--- config.mk ---
export PLATFORM = sky130hd
export DESIGN_NAME = fetch_redirect_ctrl
export DESIGN_NICKNAME = d
export VERILOG_FILES = /design/src/rtl/fetch_redirect_ctrl.sv
export SDC_FILE = /design/constraint.sdc
export NUM_CORES = 1
export LEC_CHECK = 0
export CAP_MARGIN = 25
export CORE_UTILIZATION = 46
export CTS_CLUSTER_DIAMETER = 30
export DETAILED_ROUTE_END_ITERATION = 10
export GPL_TIMING_DRIVEN = 0
export PLACE_DENSITY = 0.91
export SLEW_MARGIN = 20
export SYNTH_ARGS = -nofsm -noshare
export SYNTH_HDL_FRONTEND = slang
export SYNTH_SLANG_ARGS = --single-unit
--- constraint.sdc ---
create_clock -name clk -period 3.5 [get_ports clk]
set_input_delay 0.35 -clock clk [delete_from_list [all_inputs] [get_ports clk]]
set_output_delay 0.35 -clock clk [all_outputs]
set_load 0.1 [all_outputs]
--- src/rtl/fetch_redirect_ctrl.sv ---
// fetch_redirect_ctrl: owns the fetch PC, sequences instruction-bus requests,
// defers redirects that land mid-handshake, and filters out responses that
// belong to a killed (pre-redirect) path.
// Optional feature macro: FETCH_BPU_EN (predictor-directed next address).
module fetch_redirect_ctrl #(
  parameter logic [31:0] RESET_PC = 32'hbfc00000,
  parameter int unsigned MAX_OUT  = 2
) (
  input  logic        clk,
  input  logic        resetn,
  input  logic        exc_valid,
  input  logic [31:0] exc_pc,
  input  logic        eret,
  input  logic [31:0] epc,
  input  logic        bp_fail,
  input  logic [31:0] bp_pc,
  input  logic        bpu_taken,
  input  logic [31:0] bpu_target,
  input  logic        queue_full,
  output logic        ireq_valid,
  output logic [31:0] ireq_addr,
  input  logic        iaddr_ok,
  input  logic        idata_ok,
  input  logic [31:0] idata,
  output logic        resp_valid,
  output logic [31:0] resp_pc,
  output logic [31:0] resp_instr
);

  localparam int unsigned CW = $clog2(MAX_OUT + 1) + 1;
  localparam int unsigned PW = (MAX_OUT > 1) ? $clog2(MAX_OUT) : 1;
  localparam logic [CW-1:0] MAX_CNT  = CW'(MAX_OUT);
  localparam logic [PW-1:0] LAST_PTR = PW'(MAX_OUT - 1);

  logic [31:0]   r_pc;
  logic          r_req_active;
  logic          r_pend_valid;
  logic [31:0]   r_pend_pc;
  logic [1:0]    r_pend_prio;
  logic [CW-1:0] r_out_cnt;
  logic [CW-1:0] r_kill_cnt;
  logic [PW-1:0] r_wptr;
  logic [PW-1:0] r_rptr;
  logic [31:0]   r_fifo [MAX_OUT];

  logic          w_hard;
  logic [31:0]   w_hard_pc;
  logic [1:0]    w_hard_prio;
  logic          w_accept;
  logic          w_pop;
  logic          w_kill_dec;
  logic [CW-1:0] w_out_cnt_nxt;
  logic [CW-1:0] w_kill_nxt;
  logic [31:0]   w_seq_pc;
  logic [31:0]   w_pc_nxt;
  logic          w_req_nxt;
  logic          w_pend_valid_nxt;
  logic [31:0]   w_pend_pc_nxt;
  logic [1:0]    w_pend_prio_nxt;

  function automatic logic [PW-1:0] f_ptr_inc(input logic [PW-1:0] p);
    return (p == LAST_PTR) ? '0 : p + PW'(1);
  endfunction

  // Hard-redirect priority select: exception > ERET > mispredict.
  always_comb begin
    w_hard      = 1'b0;
    w_hard_pc   = '0;
    w_hard_prio = 2'd0;
    if (exc_valid) begin
      w_hard      = 1'b1;
      w_hard_pc   = exc_pc;
      w_hard_prio = 2'd2;
    end else if (eret) begin
      w_hard      = 1'b1;
      w_hard_pc   = epc;
      w_hard_prio = 2'd1;
    end else if (bp_fail) begin
      w_hard      = 1'b1;
      w_hard_pc   = bp_pc;
      w_hard_prio = 2'd0;
    end
  end

`ifdef FETCH_BPU_EN
  assign w_seq_pc = bpu_taken ? bpu_target : r_pc + 32'd4;
`else
  logic w_unused_bpu;
  assign w_unused_bpu = ^{bpu_taken, bpu_target};
  assign w_seq_pc     = r_pc + 32'd4;
`endif

  assign w_accept      = r_req_active & iaddr_ok;
  // A response with nothing outstanding is a protocol error and is dropped.
  assign w_pop         = idata_ok & (r_out_cnt != '0);
  assign w_kill_dec    = w_pop & (r_kill_cnt != '0);
  assign w_out_cnt_nxt = r_out_cnt + CW'(w_accept) - CW'(w_pop);

  // Next-state: fetch PC, pending redirect, issue and kill accounting.
  always_comb begin
    w_pc_nxt         = r_pc;
    w_pend_valid_nxt = r_pend_valid;
    w_pend_pc_nxt    = r_pend_pc;
    w_pend_prio_nxt  = r_pend_prio;
    w_req_nxt        = r_req_active;
    w_kill_nxt       = r_kill_cnt - CW'(w_kill_dec);

    if (w_accept) begin
      w_pend_valid_nxt = 1'b0;
      if (w_hard)            w_pc_nxt = w_hard_pc;
      else if (r_pend_valid) w_pc_nxt = r_pend_pc;
      else                   w_pc_nxt = w_seq_pc;
      // The request just accepted was fetched from the old path.
      if (r_pend_valid) w_kill_nxt = w_kill_nxt + CW'(1);
    end else if (w_hard) begin
      if (r_req_active) begin
        // Address must stay put on the bus; defer the redirect.
        if (!r_pend_valid || (w_hard_prio >= r_pend_prio)) begin
          w_pend_valid_nxt = 1'b1;
          w_pend_pc_nxt    = w_hard_pc;
          w_pend_prio_nxt  = w_hard_prio;
        end
      end else begin
        w_pc_nxt = w_hard_pc;
      end
    end

    // Everything still outstanding after this cycle is on the dead path.
    if (w_hard) w_kill_nxt = w_out_cnt_nxt;

    // An active request holds until accepted; otherwise issue when room.
    if (!r_req_active || w_accept)
      w_req_nxt = !queue_full && (w_out_cnt_nxt < MAX_CNT);
  end

  // Control registers with synchronous active-low reset.
  always_ff @(posedge clk) begin
    if (!resetn) begin
      r_pc         <= RESET_PC;
      r_req_active <= 1'b0;
      r_pend_valid <= 1'b0;
      r_pend_pc    <= '0;
      r_pend_prio  <= 2'd0;
      r_out_cnt    <= '0;
      r_kill_cnt   <= '0;
      r_wptr       <= '0;
      r_rptr       <= '0;
    end else begin
      r_pc         <= w_pc_nxt;
      r_req_active <= w_req_nxt;
      r_pend_valid <= w_pend_valid_nxt;
      r_pend_pc    <= w_pend_pc_nxt;
      r_pend_prio  <= w_pend_prio_nxt;
      r_out_cnt    <= w_out_cnt_nxt;
      r_kill_cnt   <= w_kill_nxt;
      if (w_accept) r_wptr <= f_ptr_inc(r_wptr);
      if (w_pop)    r_rptr <= f_ptr_inc(r_rptr);
    end
  end

  // PC FIFO storage; emptiness is tracked by the pointers and out_cnt.
  always_ff @(posedge clk) begin
    if (w_accept) r_fifo[r_wptr] <= r_pc;
  end

  assign ireq_valid = r_req_active;
  assign ireq_addr  = r_pc;
  assign resp_valid = w_pop && (r_kill_cnt == '0);
  assign resp_pc    = resp_valid ? r_fifo[r_rptr] : '0;
  assign resp_instr = resp_valid ? idata : '0;

  a_no_spurious_resp : assert property (
    @(posedge clk) disable iff (!resetn) idata_ok |-> (r_out_cnt != '0)
  );

endmodule

==> qor.yml <==
dieArea_sq_mm: 0.0169
slew_headroom: 0.273
cp_slowest_cell: "clkdlybuf4s50_1"
rsz0062_at_grt: "no"
instances_no_fill: 1274
ys_warn_count: 0
ys.flop_type: "dfxtp_1"
grt_usage: 0.294
io_pins: 267
fin_skew_ps: 10.7
grt_overflow: 0
grt_pass1_vias: 7128
min_period_ps: 3280
area_delta_synth_final_pct: 42.1
cp-start-kind: "input port"
place_ws_ps: -613
postRouteAntennaNets: 0
p_leak_nw: 4.13
worst_slack_ps: 219
dr_wl_met2_um: 11900
synth_cells: 791
r2r_setup_slack_ps: 910
ys_seq_area_frac: 0.459
setup_viol: 0
wl_per_cell_um: 19.6
max_clock_freq_mhz: 305
die_h_um: 130
synth_edf_count: 64
worst-path-buf-inv: 6
clockPowerShare: 0.225
cts_tree: "done"
viasPerCell: 5.90
drt_pre_antenna_iters: 5
cts_root_buf: "clkbuf_16"
rr_worst_depth: 6
syn_nets: 969
portBuffers: 233
post_cts_buffers: 0
synth_top_cell_by_area: "edfxtp_1"
syn_area_sq_mm: 0.00755
dp_hpwl_um: 18900
numCtsBuffers: 17
core_area_sq_mm: 0.0159
wirelength_met1_um: 9720
synth_top_cell_area_share: 0.254
die_w_um: 130
start_util: 0.474
utilization: 0.673
grt_max_degree: 32
syn_area_per_cell_sq_um: 9.55
grt_pass1_wl_um: 37800
async_reset_ff_frac: 0
maxCapViolCount: 0
crit_type: "in2reg"
synth_common_cells: "dfxtp_1, mux2i_1, edfxtp_1"
dp.cells: 1242
wl_met3_um: 2560
route.detailed.drc: 0
intPower_mw: 4.05
power_switching_mw: 3.70
finalWirelength_um: 25000
clockBufferDepth: 2
synth.area.top_cells: "edfxtp_1, dfxtp_1, mux2i_1"
htreeDepth: 4
outcome: "complete, no violations"
clkSlewWorstSetupHoldPaths_ps: 60
synth-seq-cells: 141
top_layer: "met4"
arrival_ps: 3590
p_seq_frac: 0.287
layout.nets: 1223
drt_iter0_markers: 660
crit_chain: "clkdlybuf4s50_1 > clkbuf_1 > clkbuf_2 > clkbuf_2 > nand2_1 > ha_1 > o21ai_0 > a311oi_1 > clkbuf_2 > buf_2 > mux2i_1 > nor2b_1"
cts.sinks: 141
synth.most_common_cell: "dfxtp_1"
gp_congestion: 0.918
worstHoldPathType: "reg2reg"
netSwitchingFraction: 0.477
crit_path_max_fanout: 10
worst_hold_startpoint: "ireq_addr[1]"
combPwrFrac: 0.488
post-route-period-util: 0.937
clk_latency_ps: 420
tightest_slew_ps: 1090
whs_path_depth: 0
required_ps: 3810
reg2reg_to: "ireq_addr[16]"
powerDensity_mw_per_mm2: 722
num_rows: 46
dr_total_vias: 7517
slew_viol_final: 0
postCtsHoldBufs: 0
crit_top_cell: "clkbuf_2"
hold_violations: 0
min_to: "r_fifo[1][1]"
r2r_start: "ireq_valid"
antenna_found_initial: 0
slowest_delay_ps: 550
drive_above_1_share: 0.0510
cp-end-kind: "flip-flop"
diodes: 0
crit_family: "buffers and inverters"
ys_types: 65
ir_worst_vdd_uv: 453
## cell usage in the layout, fill, tap and decap left out, drive strengths merged, types with 6 or more instances in the layout
| cell type | synthesis | final |
|---|---|---|
| dfxtp | 77 | 77 |
| clkdlybuf4s50 | 0 | 170 |
| dlymetal6s2s | 0 | 9 |
| o31ai | 9 | 9 |
| o21ai | 58 | 58 |
| o221ai | 14 | 14 |
| nor3 | 14 | 14 |
| inv | 16 | 19 |
| dlygate4sd2 | 0 | 54 |
| buf | 13 | 14 |
| and2 | 42 | 42 |
| clkbuf | 47 | 66 |
| clkinv | 1 | 6 |
| nand4 | 6 | 6 |
| a21oi | 26 | 26 |
| a22oi | 31 | 31 |
| o22ai | 9 | 9 |
| nor2 | 57 | 57 |
| ha | 8 | 8 |
| edfxtp | 64 | 64 |
| nand2 | 59 | 59 |
| xnor2 | 11 | 11 |
| nor2b | 42 | 42 |
| nand3 | 13 | 13 |
| a31oi | 8 | 8 |
| mux2i | 73 | 73 |
| a211oi | 7 | 7 |
## sequential cells by signal (all words and copies together), names as in the netlist, named ones only
register and flops:
r_rptr 1, r_pend_prio 2, r_wptr 1, r_fifo 64, r_pend_valid 1, ireq_addr 32
r_pend_pc 32, ireq_valid 1, r_kill_cnt 3, r_out_cnt 3
## power by group through the flow
stage                     Clock [mW]  Combinational (mW)  Sequential, mW
after CTS                       1.75                3.78            2.22
final                           1.74                3.79            2.23
after detailed placement           0                3.84            2.25
after global routing            1.82                3.98            2.25
after floorplan                    0                2.30            2.74
after global placement             0                3.77            2.24
## final cells by class
cell class	count	area, sq um
Inverter	17	63.8
Timing Repair Buffer	235	2330
Tap cell	216	270
Sequential cell	141	3460
Multi-Input combinational cell	573	3800
Clock buffer	18	429
Buffer	60	244
Clock inverter	14	141
Fill cell	1228	5210
## routing by layer
layer,vias to the layer above,track usage
li1,3447,-
met1,3441,0.349
met2,548,0.511
met3,81,0.0619
met4,0,0.132
met5,-,0
## stage by stage
stage / TNS, ps / instance area [sq um] / hold slack (ps) / total power [mW]
floorplan: 0 / 7550 / 475 / 5.04
CTS: 0 / 10700 / 488 / 7.75
detailed placement: -17980 / 10200 / 475 / 6.09
global route: 0 / 10700 / 501 / 8.05
global placement: -21850 / 10200 / 474 / 6.01
finish: 0 / 10700 / 495 / 7.75
## logic make-up after synthesis
group,count (synthesis),share of synthesized area
buffers and inverters,77,0.0399
XOR/XNOR,15,0.0174
multiplexers,73,0.0968
AND/OR/NAND/NOR,265,0.182
adder cells (fa/ha/maj),9,0.0159
flip-flops,141,0.459
AO/OA/AOI/OAI,211,0.189
## worst max path at each step
| stage | depth (start not counted) | slack, ps | to | from |
|---|---|---|---|---|
| 6_report | 12 | 220 | r_pend_pc[29] | eret |
| 5_1_grt | 7 | 40 | resp_instr[19] | r_out_cnt[1] |
| 4_1_cts | 6 | 0.6 | resp_pc[15] | r_out_cnt[1] |
| 3_5_place_dp | 12 | -610 | r_pend_pc[29] | eret |
| 3_3_place_gp | 12 | -540 | r_pend_pc[12] | eret |
| 2_1_floorplan | 3 | 290 | r_fifo[0][0] | ireq_valid |
## repair_timing
item | in CTS | in global routing
pin swaps | 0 | 0
gates resized for setup | 55 | 14
endpoints found under the setup margin | 84 | 39
(Power assumes the default switching activity.)
